`src/rtl/reset_sequencer_pkg.sv`:
```
// Shared definitions for the power-up reset sequencer: FSM state encoding
// and the width helpers used to size its counters.
package reset_sequencer_pkg;

   localparam int STATE_W = 2;

   typedef enum logic [STATE_W-1:0] {
      WAIT_LOCK = 2'd0,
      RELEASE   = 2'd1,
      RUN       = 2'd2,
      HOLD      = 2'd3
   } seq_state_e;

   // Bits needed to hold values 0 .. value-1, never less than one bit.
   function automatic int clog2(input int value);
      int width;
      width = 1;
      for (int i = 1; i < 31; i++) begin
         if ((1 << i) < value) width = i + 1;
      end
      return width;
   endfunction

   function automatic int max3(input int a, input int b, input int c);
      int m;
      m = (a > b) ? a : b;
      return (m > c) ? m : c;
   endfunction

endpackage

```
`src/rtl/reset_sequencer_if.sv`:
```
// Control/status bundle between the reset sequencer and its surroundings.
// The master side owns lock, software reset and flag clear; the sequencer
// (slave) drives the staged resets and status.
interface reset_sequencer_if
   import reset_sequencer_pkg::*;
#(
   parameter int NUM_STAGES = 3
);
   logic                  pll_locked;
   logic                  sw_reset;
   logic                  clear_lost;
   logic [NUM_STAGES-1:0] rst_n_out;
   logic                  done;
   logic [STATE_W-1:0]    state;
   logic                  lock_lost;

   modport master (
      output pll_locked, sw_reset, clear_lost,
      input  rst_n_out, done, state, lock_lost
   );

   modport slave (
      input  pll_locked, sw_reset, clear_lost,
      output rst_n_out, done, state, lock_lost
   );
endinterface

```
`src/rtl/reset_sequencer_sync_2ff.sv`:
```
// Single-bit two-flop synchroniser, reset to 0. Used for the PLL lock and
// intended for the other slow cross-domain flags as well.
module sync_2ff (
   input  logic clk,
   input  logic rst_n,
   input  logic d,
   output logic q
);
   logic meta_q;
   logic sync_q;

   // Two back-to-back flops give the first stage a full cycle to settle.
   always_ff @(posedge clk or negedge rst_n) begin
      if (!rst_n) begin
         meta_q <= 1'b0;
         sync_q <= 1'b0;
      end else begin
         meta_q <= d;
         sync_q <= meta_q;
      end
   end

   assign q = sync_q;
endmodule

```
`src/rtl/reset_sequencer.sv`:
```
// Power-up reset sequencer: waits for a filtered PLL lock, then releases
// NUM_STAGES active-low resets one STAGE_DELAY apart (bit 0 first).
// Lock loss and software reset requests pull everything back down.
//
//   state     | meaning
//   ----------+------------------------------------------------------
//   WAIT_LOCK | all resets held, counting consecutive lock_s highs
//   RELEASE   | releasing stages one by one, counter times the gap
//   RUN       | all stages released, watching for lock loss / sw reset
//   HOLD      | software reset: resets held for SW_HOLD cycles
module reset_sequencer
   import reset_sequencer_pkg::*;
#(
   parameter int NUM_STAGES    = 3,
   parameter int STAGE_DELAY   = 64,
   parameter int LOCK_FILTER   = 16,
   parameter int SW_HOLD       = 32,
   parameter int REARM_ON_LOSS = 1
) (
   input  logic              clk,
   input  logic              reset_n,
   reset_sequencer_if.slave  bus
);

   localparam int CNT_W = clog2(max3(STAGE_DELAY, LOCK_FILTER, SW_HOLD) + 1);
   localparam int IDX_W = clog2(NUM_STAGES + 1);

   localparam logic [CNT_W-1:0] LOCK_TC  = CNT_W'(LOCK_FILTER - 1);
   localparam logic [CNT_W-1:0] STAGE_TC = CNT_W'(STAGE_DELAY - 1);
   localparam logic [CNT_W-1:0] HOLD_TC  = CNT_W'(SW_HOLD - 1);
   localparam logic [IDX_W-1:0] IDX_LAST = IDX_W'(NUM_STAGES - 1);

   seq_state_e            state_q, state_d;
   logic [CNT_W-1:0]      cnt_q, cnt_d;
   logic [IDX_W-1:0]      idx_q, idx_d;
   logic [NUM_STAGES-1:0] rst_out_q, rst_out_d;
   logic                  done_q, done_d;
   logic                  lost_q, lost_d;
   logic                  lock_s;
   logic                  lock_drop;

   sync_2ff u_lock_sync (
      .clk   (clk),
      .rst_n (reset_n),
      .d     (bus.pll_locked),
      .q     (lock_s)
   );

   assign lock_drop = !lock_s && (state_q == RELEASE || state_q == RUN);

   // Next-state, counter and output decode; lock loss outranks sw reset.
   always_comb begin
      state_d   = state_q;
      cnt_d     = cnt_q;
      idx_d     = idx_q;
      rst_out_d = rst_out_q;
      done_d    = done_q;
      lost_d    = lost_q;

      if (lock_drop) begin
         lost_d = 1'b1;
      end else if (bus.clear_lost) begin
         lost_d = 1'b0;
      end

      if (lock_drop && REARM_ON_LOSS != 0) begin
         state_d   = WAIT_LOCK;
         cnt_d     = '0;
         idx_d     = '0;
         rst_out_d = '0;
         done_d    = 1'b0;
      end else if (bus.sw_reset && state_q != HOLD) begin
         state_d   = HOLD;
         cnt_d     = '0;
         idx_d     = '0;
         rst_out_d = '0;
         done_d    = 1'b0;
      end else begin
         unique case (state_q)
            WAIT_LOCK: begin
               rst_out_d = '0;
               done_d    = 1'b0;
               if (!lock_s) begin
                  cnt_d = '0;
               end else if (cnt_q == LOCK_TC) begin
                  state_d = RELEASE;
                  cnt_d   = '0;
                  idx_d   = '0;
               end else begin
                  cnt_d = cnt_q + CNT_W'(1);
               end
            end
            RELEASE: begin
               if (cnt_q == STAGE_TC) begin
                  cnt_d = '0;
                  for (int i = 0; i < NUM_STAGES; i++) begin
                     if (IDX_W'(i) == idx_q) rst_out_d[i] = 1'b1;
                  end
                  // idx saturates at the last stage; RUN takes over from there.
                  if (idx_q == IDX_LAST) begin
                     state_d = RUN;
                     done_d  = 1'b1;
                  end else begin
                     idx_d = idx_q + IDX_W'(1);
                  end
               end else begin
                  cnt_d = cnt_q + CNT_W'(1);
               end
            end
            RUN: begin
               state_d = RUN;
            end
            HOLD: begin
               rst_out_d = '0;
               done_d    = 1'b0;
               if (bus.sw_reset) begin
                  cnt_d = '0;
               end else if (cnt_q == HOLD_TC) begin
                  state_d = WAIT_LOCK;
                  cnt_d   = '0;
               end else begin
                  cnt_d = cnt_q + CNT_W'(1);
               end
            end
            default: begin
               state_d = WAIT_LOCK;
            end
         endcase
      end
   end

   // State, counters and every output flop; outputs come straight from here.
   always_ff @(posedge clk or negedge reset_n) begin
      if (!reset_n) begin
         state_q   <= WAIT_LOCK;
         cnt_q     <= '0;
         idx_q     <= '0;
         rst_out_q <= '0;
         done_q    <= 1'b0;
         lost_q    <= 1'b0;
      end else begin
         state_q   <= state_d;
         cnt_q     <= cnt_d;
         idx_q     <= idx_d;
         rst_out_q <= rst_out_d;
         done_q    <= done_d;
         lost_q    <= lost_d;
      end
   end

   assign bus.rst_n_out = rst_out_q;
   assign bus.done      = done_q;
   assign bus.state     = state_q;
   assign bus.lock_lost = lost_q;

endmodule

```
`src/flat_wrapper.sv`:
```
// flat-port wrapper written by rule: the top's interface ports become plain ports
module reset_sequencer_flat import reset_sequencer_pkg::*;
#(
   parameter int NUM_STAGES    = 3,
   parameter int STAGE_DELAY   = 64,
   parameter int LOCK_FILTER   = 16,
   parameter int SW_HOLD       = 32,
   parameter int REARM_ON_LOSS = 1
)
  (clk, reset_n, bus_pll_locked, bus_sw_reset, bus_clear_lost, bus_rst_n_out, bus_done, bus_state, bus_lock_lost);
  reset_sequencer_if #(.NUM_STAGES(NUM_STAGES)) bus_i ();
  input  logic clk;
  input  logic reset_n;
  input wire logic [$bits(bus_i.pll_locked)-1:0] bus_pll_locked;
  input wire logic [$bits(bus_i.sw_reset)-1:0] bus_sw_reset;
  input wire logic [$bits(bus_i.clear_lost)-1:0] bus_clear_lost;
  output wire logic [$bits(bus_i.rst_n_out)-1:0] bus_rst_n_out;
  output wire logic [$bits(bus_i.done)-1:0] bus_done;
  output wire logic [$bits(bus_i.state)-1:0] bus_state;
  output wire logic [$bits(bus_i.lock_lost)-1:0] bus_lock_lost;
  assign bus_i.pll_locked = bus_pll_locked;
  assign bus_i.sw_reset = bus_sw_reset;
  assign bus_i.clear_lost = bus_clear_lost;
  assign bus_rst_n_out = bus_i.rst_n_out;
  assign bus_done = bus_i.done;
  assign bus_state = bus_i.state;
  assign bus_lock_lost = bus_i.lock_lost;
  reset_sequencer #(.NUM_STAGES(NUM_STAGES), .STAGE_DELAY(STAGE_DELAY), .LOCK_FILTER(LOCK_FILTER), .SW_HOLD(SW_HOLD), .REARM_ON_LOSS(REARM_ON_LOSS)) u_core (.clk(clk), .reset_n(reset_n), .bus(bus_i));
endmodule
```
`config.mk`:
```
export PLATFORM = sky130hd
export DESIGN_NAME = reset_sequencer_flat
export DESIGN_NICKNAME = d
export VERILOG_FILES = /design/src/rtl/reset_sequencer_pkg.sv /design/src/rtl/reset_sequencer_if.sv /design/src/rtl/reset_sequencer_sync_2ff.sv /design/src/rtl/reset_sequencer.sv /design/src/flat_wrapper.sv
export SDC_FILE = /design/constraint.sdc
export NUM_CORES = 1
export LEC_CHECK = 0
export ABC_AREA = 1
export CORE_MARGIN = 1.5
export CORE_UTILIZATION = 25
export CTS_CLUSTER_DIAMETER = 200
export DETAILED_ROUTE_END_ITERATION = 12
export PLACE_DENSITY = 0.53
export SYNTH_ARGS = -nofsm -noshare
export SYNTH_HDL_FRONTEND = slang
export SYNTH_SLANG_ARGS = --single-unit
```
`constraint.sdc`:
```
create_clock -name clk -period 3.85 [get_ports clk]
set_input_delay 0.77 -clock clk [delete_from_list [all_inputs] [get_ports clk]]
set_output_delay 0.77 -clock clk [all_outputs]
set_load 0.02 [all_outputs]
```
# After elaboration in Yosys (flattened, before gate mapping)
# Index checks and enable logic that the tools add are counted.
[classes]
n_addsub = 2
eq_ne = 20
muxes = 38
reduce_logical = 17
[ops]
columns = ["cell", "n"]
rows = [
  ["2-to-1 mux 7 bit", 7],
  ["2-to-1 mux 2 bit", 14],
  ["!= test 4 x 3 -> 1 bit, second input constant", 6],
  ["case mux 7 bit (3 select lines)", 1],
  ["AND reduction 3 bit", 4],
  ["2-to-1 mux 1 bit", 9],
  ["2-to-1 mux 3 bit", 3],
  ["!= test 4 x 1 -> 1 bit, second input constant", 2],
  ["!= test 4 x 2 -> 1 bit, second input constant", 2],
  ["case mux 2 bit (4 select lines)", 1],
  ["nonzero test 4 bit", 2],
  ["adder 7 x 1 -> 7 bit, second input constant", 1],
  ["equality test 7 x 4 -> 1 bit, second input constant", 1],
  ["equality test 7 x 5 -> 1 bit, second input constant", 1],
  ["equality test 7 x 6 -> 1 bit, second input constant", 1],
  ["equality test 2 bit, second input constant", 3],
  ["case mux 3 bit (2 select lines)", 1],
  ["AND reduction 6 bit", 1],
  ["AND reduction 5 bit", 1],
  ["nonzero test 5 bit", 1],
  ["logical NOT 2 bit", 2],
  ["case mux 2 bit (2 select lines)", 1],
  ["adder 2 x 1 -> 2 bit, second input constant", 1],
  ["equality test 1 x 2 -> 1 bit, first input constant", 1],
  ["9 further kinds", 10],
]
[totals]
register_bits = 18
in_bits = 5
out_inout_bits = 7

# Logic depth before layout (Yosys ltp)
# Gate-level depths: netlist (run 1).
[logic_depth]
ltp_word = 6
mapped_depth = 11

# By module
# From an unflattened synthesis (run 1), not the netlist that was laid out.
[unflattened]
cells_unflattened = 157
area_unflattened_um2 = 1178.6
[modules_own_cells]
columns = ["module", "instances", "cells_each", "area_per_inst_um2", "seq_area_each_um2"]
rows = [
  ["reset_sequencer", 1, 155, 1128.6, 375.4],
  ["sync_2ff", 1, 2, 50.0, 50.0],
]

# Least setup slack after synthesis (run 1)
# No wires, ideal clock.
[synth_timing]
path_kind = "register to register"
from = "register u_core.state_q[0] (netlist: u_core.bus.state[0])"
to = "register u_core.state_q[0] (netlist: u_core.bus.state[0])"
arrival_ns = 1.563
required_time_ns = 3.732
path_slack_ns = 2.169
path_stages_with_launch = 11
n_path_buf = 0
period_less_slack_ns = 1.681
path_cell_list = "dfrtp_1 -> inv_1 -> ha_1 -> nand2_1 -> nand2_2 -> nor2_2 -> nand2_1 -> nand2_1 -> inv_2 -> nand3_1 -> nand2_1"
[synth_via]
elab_chain_len = 5
word_cells_on_any_way = 18
[synth_lines]
columns = ["element", "line_no", "source"]
rows = [
  ["start, declared", "reset_sequencer.sv:33", "seq_state_e state_q, state_d;"],
  ["start signal, assigned", "reset_sequencer.sv:142", "state_q <= state_d;"],
  ["equality test 2 x 1 -> 1 bit / equality test 2 bit (equally long branches)", "reset_sequencer.sv:49, reset_sequencer.sv:79", ""],
  ["logical OR 1 bit", "reset_sequencer.sv:49", "assign lock_drop = !lock_s && (state_q == RELEASE || state_q == RUN);"],
  ["logical AND 1 bit", "reset_sequencer.sv:49", ""],
  ["!= test 4 x 3 -> 1 bit (no source line) (tied with other cells)", "n/a", ""],
  ["AND reduction 6 bit (no source line)", "n/a", ""],
]
# Parallel ways exist; a longest one is shown, timed or not.
# A chain may end at the register's enable or synchronous reset.

# Worst setup path after layout (run 1)
[layout_timing]
from = "register u_core.state_q[0] (netlist: u_core.bus.state[0])"
to = "output port bus_state[0]"
[layout_lines]
columns = ["element", "line_no", "source"]
rows = [
  ["end, declared", "flat_wrapper.sv:19", "output wire logic [$bits(bus_i.state)-1:0] bus_state;"],
]
# No word-level cell between the ends.

==> impl.org, run 1 <==
** Outcome
- Run status :: finished clean

** STA
- Remaining max-slew budget at the tightest pin :: ~45%
- Fin. max-slew vios :: 0
- Finish-stage setup viols :: 0
- The number of hold violations in the final report is 0.
- Derived from the worst setup path, the maximum achievable clock frequency is ~0.48 GHz.
- For the pin with the worst max-slew slack, the measured transition is around 0.8 ns.
- Min Clock Period, post-route :: ~2.1 ns
- Worst clock skew on the final layout :: about 0.0073 ns
- In the final timing run, aggregate negative setup slack is 0 ns.
- Share of the clock period used by the worst path after layout :: a little over half
- Setup repair after global routing left no endpoint under its margin.

** Pwr
- Internal portion of total power :: 0.000292 W
- Of the total power, combinational logic draws 13.5%.
- Net switching fraction of the power :: a little over a quarter
- Total leakage power :: just under 0.7 nW
- Sequential fraction of design power :: a little over half
- Total power divided by cell area :: 293 mW/mm2
- Net Switching :: ~0.00011 W
- Proportion of power drawn by the clock network :: between 30% and 40%
- VDD sags by at most between 0.1 and 0.15 mV.

** Synthesis
- Register bit total from synthesis :: 17
- Counting distinct cell types in the post-synthesis netlist gives 23.
- Register area share after synthesis :: 36.8%
- Synthesized cell area :: 0.00115 mm2
- Synthesized netlist cell count :: around 160
- Mapped Nets :: 170
- Mapped Avg Cell Area :: between 7 and 8 um2
- Number of synthesis warnings :: 0

** Finish
- Nets :: between 150 and 200
- The library cell used most frequently in the layout, excluding fill and tap cells, is sky130_fd_sc_hd__nand2_1.
- Ratio of cells with drive above 1 in the final layout :: a little over an eighth
- Compared with the post-synthesis result, the final layout area differs by 18.4%.
- Number of inserted diodes :: 0
- In the layout the commonest cells are sky130_fd_sc_hd__nand2_1, sky130_fd_sc_hd__inv_1, sky130_fd_sc_hd__dfrtp_1, sky130_fd_sc_hd__nor2_1, sky130_fd_sc_hd__nand3_1.
- Once layout is complete, the cells apart from fillers number 223.

** Clock network
- Clock Latency Late Sink :: ~0.26 ns
- Number of instances resized during post-cts repair :: 0
- Number of post-CTS setup repair buffers :: 0
- Hold repair after CTS inserted 0 buffers.
- Number of clock buffers inserted by TritonCTS :: 3
- The clock net in this run drives a total of 17 sinks.
- Clock tree root buffer cell :: sky130_fd_sc_hd__clkbuf_8
- TritonCTS built the clock tree.
- Clock transition at the registers of the reported paths :: roughly 0.07 ns
- The longest clock path from root to sink contains 2 buffers.
- Number of levels in the clock H-tree :: 1

** Detailed routing
- Count of nets left with antenna violations after detail routing :: 0
- For this block, the routed nets add up to ~2400 um of wire.
- Dividing the detail-routed wire length by the instance count gives approximately 11 um.
- Via count normalized by instance count :: 4.35
- Residual DRC count :: 0
- Via count :: a little under 1k
- The first detailed-routing pass ran for 4 iterations.
- The detailed router finished its first iteration with 64 violations.

** GRT
- Wire length of the first global-routing pass :: slightly above 4000 um
- Number of global-route vias before repair :: 928
- Global routing used approximately 10% of the available tracks.
- The total overflow left after global routing is 0.
- Entering global routing, the biggest net connects 18 pins.
- The number of antenna violations at the first check in global routing is 0.

** Setup path
- Cell with the largest stage delay on the worst path :: sky130_fd_sc_hd__clkdlybuf4s50_1
- STA classifies the critical path endpoint as an output pin.
- For the worst flop-to-flop path, the logic depth is 10.
- On the critical path the largest part of the delay comes from buffers and inverters.
- Crit-path max cell delay :: about 0.63 ns
- Worst flop-to-flop path startpoint :: u_core.bus.state[0]
- In this run the number of cells on the critical path is 1.
- Data arrives at the worst endpoint at 1.30 ns.
- Together, buffers and inverters on the worst path number 1.
- The critical path is of the flop to output pin type.
- Crit-path max FO :: 5
- Across all register-to-register paths, the minimum setup slack is ~2.1 ns.
- The worst setup path is launched from a flop.
- Req. time, crit path :: 3.08 ns
- Critical Path, Cell by Cell :: clkdlybuf4s50_1
- The endpoint identified for the worst register-to-register timing path is u_core.bus.state[0].
- Startpoint of the worst setup timing path :: u_core.bus.state[0]

** Worst hold path
- Cells on Worst Hold Path :: 0
- The worst hold path begins at u_core.u_lock_sync.meta_q.
- The worst hold path terminates at u_core.u_lock_sync.q.
- Type of the worst min-delay path :: flop to flop

** Place
- The number of placed instances, taps included, is 219.
- Number of buffers inserted by port buffering :: 11
- Summed over all nets, the half-perimeter wirelength after detailed placement is ~1800 um.
- The congestion estimate from routability-driven global placement came to 0.834.

** Die
- The die is between 70 and 80 um tall.
- Initial cell density of the core :: 26.2%
- For this design the top-level I/O count stands at 12.
- Core Box Area :: approximately 0.0044 mm2
- DIE AREA :: ~0.0050 mm2
- From left edge to right edge, the die measures roughly 71 um.
- The floorplan has 24 rows.

** Run
- Max-cap violations in this run came to 0.
==> per-stage QoR <==
step | hold slack (ns) | util [%] | total power (W) | setup slack, ns | area [um2]
after floorplan | 0.331 | - | 0.000246 | 2.17 | 1150
after global placement | 0.334 | 30.0 | 0.000270 | 1.68 | 1320
after detailed placement | 0.336 | 30.0 | 0.000268 | 1.68 | 1320
after CTS | 0.352 | 31.0 | 0.000409 | 1.76 | 1370
after global routing | 0.374 | 31.0 | 0.000428 | 1.70 | 1370
final | 0.349 | 31.0 | 0.000401 | 1.78 | 1370
==> worst register-to-register path, stage by stage (launching register included) <==
cell and delay (ns):
sky130_fd_sc_hd__dfrtp_1 0.41, sky130_fd_sc_hd__inv_1 0.09, sky130_fd_sc_hd__ha_1 0.34, sky130_fd_sc_hd__nand2_1 0.13, sky130_fd_sc_hd__nand2_2 0.11, sky130_fd_sc_hd__nor2_2 0.17
sky130_fd_sc_hd__nand2_1 0.13, sky130_fd_sc_hd__nand2_1 0.10, sky130_fd_sc_hd__inv_2 0.05, sky130_fd_sc_hd__nand3_1 0.06, sky130_fd_sc_hd__nand2_1 0.05
==> sequential cells by signal, indices dropped and copies added, names as in the netlist <==
signal,cells
u_core.u_lock_sync.q,1
u_core.bus.rst_n_out,3
u_core.idx_q,2
u_core.bus.state,2
u_core.u_lock_sync.meta_q,1
u_core.bus.lock_lost,1
u_core.cnt_q,7
==> cell families (layout without fill, tap and decap cells) <==
kind of cell / count (synthesis) / after routing / synth area share [%]
compound gates: 18 / 18 / 8.13
xor+xnor: 1 / 1 / 0.759
fa+ha+maj: 8 / 8 / 8.67
buf+inv: 27 / 41 / 9.10
flops: 17 / 17 / 36.8
simple gates: 86 / 86 / 36.5
==> per-layer routing <==
layer | wire, um | track usage (%) | vias up | share of wire (%)
li1 | - | - | 522 | -
met1 | 1190 | 13.9 | 425 | 50
met2 | 1020 | 16.1 | 17 | 43
met3 | 121 | 3.56 | 5 | 5.1
met4 | 21 | 2.52 | 0 | 0.89
met5 | 0 | 0 | - | 0
==> layout make-up <==
type | count | area [um2]
Fill cell | 465 | 3050
Multi-Input combinational cell | 113 | 624
Sequential cell | 17 | 425
Timing Repair Buffer | 11 | 110
Inverter | 26 | 97.6
Tap cell | 52 | 65.1
Clock buffer | 4 | 45.0
==> worst max path at each step <==
stage / to / slack [ns]
global placement: u_core.bus.state[0] / 1.68
finish: bus_state[0] / 1.78
global route: bus_state[0] / 1.70
CTS: bus_state[0] / 1.76
detailed placement: u_core.bus.state[0] / 1.68
floorplan: u_core.bus.state[0] / 2.17
==> synthesized netlist by cell type, drive strengths merged <==
cell,instances,share of area (%)
clkinv,1,0.32
o21ai,7,3.0
a21oi,11,5.1
inv,25,8.1
dfrtp,17,37
nand2,49,18
nor2,19,8.6
nand4,2,1.6
nand3,14,6.9
xor2,1,0.76
nor3,1,0.43
nand3b,1,0.65
buf,1,0.65
ha,8,8.7
==> power by group through the flow <==
| stage | sequential [W] | combinational, W | clock [W] |
|---|---|---|---|
| 6_report | 0.000209 | 0.0000543 | 0.000138 |
| 5_1_grt | 0.000211 | 0.0000617 | 0.000155 |
| 3_3_place_gp | 0.000213 | 0.0000567 | 0 |
| 4_1_cts | 0.000209 | 0.0000553 | 0.000145 |
| 3_5_place_dp | 0.000212 | 0.0000555 | 0 |
| 2_1_floorplan | 0.000209 | 0.0000370 | 0 |
Power figures use the tool's default switching activity.
==> inputs of run 2 (changes only) <==
PLACE_DENSITY = 0.54   (was 0.53)
clock period = 1.7 ns   (was 3.85 ns; I/O delays follow)
==> run 2 against run 1 <==
Critical path depth stayed put; hold slack better by 0.0039 ns; highest routed layer unchanged; largest power group unchanged; sequential power is 130% higher; sequential share of layout area is 1.9 points lower; clock-buffer cell count is 1 lower; global-route usage is 0.24 points higher; setup slack worse by 1.7 ns; die area stayed put; largest cell class unchanged; core utilization is 2.0 points higher; clock skew is 0.0059 ns lower.
==> impl.org, run 2 (synthesized netlist as in run 1, its figures left out) <==
** Outcome
- Run status :: finished clean

** STA
- Min Clock Period, post-route :: about 1.6 ns
- The max-slew violation count was 0 (unchanged).
- Derived from the worst setup path, the maximum achievable clock frequency is between 0.6 and 0.7 GHz.
- Transition time of the tightest slew-check pin :: 0.234 ns (-0.586 ns)
- Worst clock skew on the final layout :: 0.00145 ns (-0.00589 ns)
- The remaining max-slew budget at the tightest pin came to 84.4% (+39 points).
- Setup Total Neg Slack :: 0 ns (unchanged)
- The number of hold violations in the final report is 0 (unchanged).
- Finish-stage setup viols :: 0 (unchanged)
- Share of the clock period used by the worst path after layout :: 96.1%
- Post-Route Hold Slack :: 0.353 ns (+0.00391 ns)
- The final setup slack of the worst path is 0.0659 ns (-1.72 ns).

** Clock network
- The number of buffers inserted by hold repair at cts was 0 (unchanged).
- CTS tree :: done
- The number of sinks on the clock net is 17 (unchanged).
- CTS placed an instance of sky130_fd_sc_hd__clkbuf_8 at the clock tree root.
- Number of levels in the clock H-tree :: 1 (unchanged)
- The clock latency at the later pin of the worst-skew pair is 0.26 ns (about the same).
- The number of buffers between clock root and the deepest sink came to 2 (unchanged).
- Clock transition at the registers of the reported paths :: 0.07 ns (about the same)
- The number of CTS-inserted buffers was 3 (unchanged).

** Setup path
- The worst setup path is launched from a flop.
- Critical path start-end classification :: flop to output pin
- Number of buffers and inverters on the critical path :: 1 (unchanged)
- Cell with the largest stage delay on the worst path :: sky130_fd_sc_hd__clkdlybuf4s50_1
- Crit-path max FO :: 4 (-1)
- The cell family contributing the most delay on the critical path is buffers and inverters.
- Arrival time reported for the critical path endpoint :: 1.29 ns (about the same)
- The delay of the slowest cell on the worst path came to 0.63 ns (about the same).
- Req. time, crit path :: 1.36 ns (-1.72 ns)
- Worst reg2reg setup slack :: 0.14 ns (-1.97 ns)
- Critical path capture point type :: output pin
- The signal on the critical path passes through clkdlybuf4s50_1.

** Finish
- The share of post-route cells with drive strength above 1 came to 21.2% (+7.8 points).
- Relative to the synthesized area, the layout overhead comes to 26.1%.
- Leaving out fill and tap cells, the most frequent cell in the layout is sky130_fd_sc_hd__nand2_1.
- Number of inserted diodes :: 0 (unchanged)
- Design Area, Final :: 0.00146 mm2 (+6.5%)
- In the layout the commonest cells are sky130_fd_sc_hd__nand2_1, sky130_fd_sc_hd__inv_1, sky130_fd_sc_hd__dfrtp_1, sky130_fd_sc_hd__nor2_1, sky130_fd_sc_hd__nand3_1.
- The net count reported at finish came to 193 (+4.3%).
- Top reg by flops :: u_core.cnt_q
- The number of flip-flops under the largest register name was 7 (unchanged).
- The fill cell instance count of the final layout was 472 (+1.5%).

** Pwr
- Proportion of power drawn by the clock network :: 34.7% (+0.4 points)
- Internal portion of total power :: 0.000662 W (+130%)
- The sequential fraction of design power was 51.5% (-0.6 points).
- The switching share of power came to 28.2% (+0.93 points).
- Max rail drop VDD :: 0.250 mV (+130%)
- The combinational cell fraction of total power is 13.8% (+0.3 points).
- The leakage power came to 0.712 nW (+3.7%).
- Total power divided by cell area :: 632 mW/mm2 (+120%)
- The power spent charging and discharging nets was 0.000259 W (+140%).
- The total power of the final layout was 0.000921 W (+130%).

** Run
- The max-capacitance violation count came to 0 (unchanged).

** Detailed routing
- Total length of routed wires :: 2530 um (+7.3%)
- The total via count after detailed routing came to 1018 (+5.1%).
- Routed wire length per instance :: 10.9 um (+3.6%)
- Via count normalized by instance count :: 4.41 (+1.4%)
- The number of nets still failing antenna checks after routing came to 0 (unchanged).
- Drt first-iter violations :: 62 (-3.1%)
- Residual DRC count :: 0 (unchanged)
- Iteration count of the initial detailed-routing pass :: 4 (unchanged)

** Die
- The initial core utilization was 26.2% (unchanged).
- The die outline area was 0.00504 mm2 (unchanged).
- Overall die width :: 71.0 um (unchanged)
- Core Box Area :: 0.00441 mm2 (unchanged)
- The standard-cell row count was 24 (unchanged).
- The die extent in y came to 71.0 um (unchanged).
- The number of placed I/O pins is 12 (unchanged).

** Place
- The number of buffers added on ports was 11 (unchanged).
- Cell area after placement :: 0.00138 mm2 (+4.0%)
- Routability Congestion :: 0.811 (-2.8%)
- Place WS :: 0.0639 ns (-1.62 ns)
- Detailed placement HPWL :: 1890 um (+3.3%)

** Worst hold path
- Type of the worst min-delay path :: flop to flop

** GRT
- Number of global-route vias before repair :: 1005 (+8.3%)
- Antenna violations before repair :: 0 (unchanged)
- The aggregate global routing overflow is 0 (unchanged).
- Wire length of the first global-routing pass :: 4290 um (+4.7%)
- Maximum number of pins on one net before global-route repair :: 18 (unchanged)
- The all-layer global routing usage is 10.6% (+0.24 points).
==> run 2: cell types whose count changed in the layout (fill, tap and decap cells not counted), sizes merged <==
cell,before,now
buf,0,8
clkbuf,4,3
clkdlybuf4s50,11,10
clkinvlp,0,1
dlymetal6s2s,0,1
==> run 2: power groups by stage <==
stage	logic, W	clock network, W	registers [W]
floorplan	0.0000838	0	0.000474
global placement	0.000127	0	0.000479
global route	0.000150	0.000344	0.000477
CTS	0.000127	0.000339	0.000474
detailed placement	0.000126	0	0.000482
finish	0.000127	0.000320	0.000474
==> run 2: layout make-up <==
class                   count  area (um2)  area share [%]
multi-input cells         113         647            44.4
inverters                  26        97.6            6.70
clock buffers               3        41.3            2.84
repair buffers             19         173            11.9
flip-flops and latches     17         425            29.2
well taps                  52        65.1            4.47
clock inverters             1        7.51           0.515
==> run 2: repair_timing <==
item,in CTS,in global routing
endpoints found under the setup margin,0,12
endpoints found under the hold margin,0,0
setup buffers,0,1
gates resized for setup,0,8
==> run 2: final timing paths <==
kind,start,to,cells after the start
min in group asynchronous,reset_n,u_core.cnt_q[1],2
max reg2reg,u_core.bus.state[0],u_core.bus.state[1],12
max,u_core.bus.state[1],bus_state[1],1
max in group asynchronous,reset_n,u_core.bus.state[0],2
min,u_core.u_lock_sync.meta_q,u_core.u_lock_sync.q,0
min reg2reg,u_core.u_lock_sync.meta_q,u_core.u_lock_sync.q,0
==> run 2: per-layer routing <==
layer / up-vias / wire [um] / track usage (%)
met5: - / 0 / 0
met4: 0 / 21 / 2.52
li1: 536 / - / -
met1: 468 / 1330 / 14.8
met3: 2 / 96 / 2.71
met2: 12 / 1080 / 16.5
==> run 2: through the flow <==
step / cells / utilization (%)
floorplan: 157 / -
global placement: 226 / 31.2
detailed placement: 226 / 31.2
CTS: 230 / 32.3
global route: 231 / 33.0
finish: 231 / 33.0
==> inputs of run 3 (changes only) <==
CORE_UTILIZATION = 50   (was 25)
PLACE_DENSITY = 0.85   (was 0.54)
==> run 3 against run 2 <==
Maximum frequency shrank 0.33%; clock skew hardly changed; clock power decreased by 32%; wire length increased by 0.55%; die area is 48% lower; sequential power hardly changed; critical path depth is the same; core utilization grew 31 points; final area fell by 3.4%.
==> impl.org, run 3 (synthesized netlist as in run 1, its figures left out) <==
** Pwr
- The sequential fraction of design power is 57.8% (+6.3 points).
- The power spent charging and discharging nets was 0.000229 W (-12%).
- Gate power share :: 15.4% (+1.6 points)
- Net switching fraction of the power :: 28.1% (-0.085 points)
- Total power divided by cell area :: 580 mW/mm2 (-8.2%)
- The part of the total power dissipated in the clock network was 26.8% (-7.9 points).
- Total leakage power :: 0.682 nW (-4.2%)
- Power, Total :: 0.000817 W (-11%)
- Internal portion of total power :: 0.000587 W (-11%)
- Max rail drop VDD :: 0.416 mV (+66%)

** STA
- The max-slew violation count is 0 (unchanged).
- Peak Freq :: 0.610 GHz (-0.33%)
- Worst clock skew on the final layout :: 0.00172 ns (+0.000263 ns)
- The number of hold violations in the final report is 0 (unchanged).
- Unrepaired setup endpoints after global routing :: yes
- The share of the clock period used by the worst path after layout came to 96.4% (+0.32 points).
- The final setup slack of the worst path is 0.0605 ns (-0.00539 ns).
- The remaining max-slew budget at the tightest pin came to 84.7% (+0.32 points).
- The final setup TNS was 0 ns (unchanged).
- Finish-stage setup viols :: 0 (unchanged)
- Min Clock Period, post-route :: 1.64 ns (+0.00539 ns)
- The slew at the pin closest to its max-slew limit was 0.229 ns (-0.00481 ns).

** Finish
- Leaving out fill and tap cells, the most frequent cell in the layout is sky130_fd_sc_hd__nand2_1.
- Top reg by flops :: u_core.cnt_q
- The number of antenna diodes was 0 (unchanged).
- Ratio of cells with drive above 1 in the final layout :: 20.3% (-0.89 points)
- Area added between synthesis and finish :: 21.9%
- The top cell types in the final layout, fill and taps aside, are sky130_fd_sc_hd__nand2_1, sky130_fd_sc_hd__inv_1, sky130_fd_sc_hd__dfrtp_1, sky130_fd_sc_hd__nor2_1, sky130_fd_sc_hd__nand3_1.
- The fill cell instance count of the final layout is 174 (-63%).
- Layout Utilization :: 64.2% (+31 points)
- Max FFs per register :: 7 (unchanged)
- The net count reported at finish is 191 (-1.0%).

** Worst hold path
- The tightest min-delay check is of the input pin to asynchronous set/reset pin type.

** Clock network
- The number of buffers between clock root and the deepest sink came to 2 (unchanged).
- The number of CTS-inserted buffers was 3 (unchanged).
- The clock latency at the later pin of the worst-skew pair is 0.29 ns (+0.03 ns).
- The clock slew at the register clock pins of the worst setup and hold paths came to 0.10 ns (+0.03 ns).
- TritonCTS built the clock tree.
- Clock tree root buffer cell :: sky130_fd_sc_hd__clkbuf_4
- The total number of H-tree levels was 1 (unchanged).
- CTS hold repair buffers :: 0 (unchanged)
- The number of sinks on the clock net came to 17 (unchanged).

** Run
- Max_cap viols :: 0 (unchanged)

** Outcome
- Run status :: finished clean

** Setup path
- The delay of the slowest cell on the worst path came to 0.62 ns (about the same).
- Cell with the largest stage delay on the worst path :: sky130_fd_sc_hd__clkdlybuf4s50_1
- Crit-path max FO :: 3 (-1)
- Arrival time reported for the critical path endpoint :: 1.30 ns (about the same)
- Critical path start-end classification :: flop to output pin
- Traced cell by cell, the critical path runs through clkdlybuf4s50_1.
- Critical path capture point type :: output pin
- Req. time, crit path :: 1.36 ns (about the same)
- The worst setup path is launched from a flop.
- CP top delay family :: buffers and inverters
- The count of buffer and inverter cells on the critical path is 1 (unchanged).
- The worst-case register-to-register setup slack came to 0.07 ns (-0.07 ns).

** Place
- Routability Congestion :: 0.926 (+14%)
- Detailed placement HPWL :: 1910 um (+0.63%)
- The number of buffers added on ports came to 11 (unchanged).
- Place WS :: -0.00602 ns (-0.0700 ns)

** Die
- Die H :: 51.1 um (-28%)
- The number of placed I/O pins came to 12 (unchanged).
- Overall die width :: 51.1 um (-28%)
- Core Box Area :: 0.00219 mm2 (-50%)
- Initial cell density of the core :: 52.7% (+27 points)
- Number of cell rows :: 17 (-29%)
- DIE AREA :: 0.00261 mm2 (-48%)

** GRT
- Number of global-route vias before repair :: 1037 (+3.2%)
- Maximum number of pins on one net before global-route repair :: 18 (unchanged)
- The number of antenna violations at the first check in global routing is 0 (unchanged).
- The first-pass GRT wire length was 4390 um (+2.3%).
- The all-layer global routing usage is 22.2% (+12 points).
- Sum of overflow across all layers after global routing :: 0 (unchanged)

** Detailed routing
- The number of DRC markers after the initial detailed-route iteration was 30 (-52%).
- Routed wire length per instance :: 12.4 um (+13%)
- Iteration count of the initial detailed-routing pass :: 4 (unchanged)
- The total via count after detailed routing came to 1067 (+4.8%).
- Count of nets left with antenna violations after detail routing :: 0 (unchanged)
- Via count normalized by instance count :: 5.20 (+18%)
- Total length of routed wires :: 2540 um (+0.55%)
- Residual DRC count :: 0 (unchanged)
==> run 3: per-layer routing <==
metal	share of wire, %	wire length, um	track usage [%]	up-vias
met5	0	0	0	-
met4	1.5	38	9.91	0
met3	3.5	88	3.51	5
met2	53	1340	37.4	29
met1	42	1080	28.0	501
li1	-	-	-	532
==> run 3: stage by stage <==
| step | std cells | instance area, um2 | hold WS, ns |
|---|---|---|---|
| after detailed placement | 198 | 1320 | 0.344 |
| final | 205 | 1410 | 0.356 |
| after CTS | 203 | 1360 | 0.361 |
| after floorplan | 157 | 1150 | 0.0444 |
| after global placement | 198 | 1320 | 0.339 |
| after global routing | 205 | 1410 | 0.372 |
==> run 3: area by class of cell <==
cell class              instances  area (um2)  area share (%)
flip-flops and latches         17         425            30.2
repair buffers                 17         156            11.1
inverters                      26        97.6            6.93
well taps                      28        35.0            2.49
multi-input cells             113         667            47.4
clock buffers                   4        26.3            1.87
==> run 3: final timing paths <==
kind	from	to	cells past startpoint
setup / recovery	u_core.bus.rst_n_out[2]	bus_done	1
hold / removal	reset_n	u_core.cnt_q[4]	2
setup reg to reg	u_core.bus.state[0]	u_core.bus.state[1]	11
hold reg to reg	u_core.u_lock_sync.meta_q	u_core.u_lock_sync.q	0
max in group asynchronous	reset_n	u_core.idx_q[0]	2
min in group clk	u_core.u_lock_sync.meta_q	u_core.u_lock_sync.q	0
==> run 3: what timing repair did <==
item / in CTS / in global routing
setup endpoints to repair: 6 / 11
resized for setup: 3 / 9
setup buffers: 1 / 2
pin swaps: 1 / 1
==> run 3: power groups by stage <==
stage,clock [W],sequential (W),combinational [W]
after floorplan,0,0.000474,0.0000838
after detailed placement,0,0.000479,0.000127
after global routing,0.000240,0.000477,0.000141
final,0.000219,0.000472,0.000126
after global placement,0,0.000476,0.000119
after CTS,0.000225,0.000471,0.000128
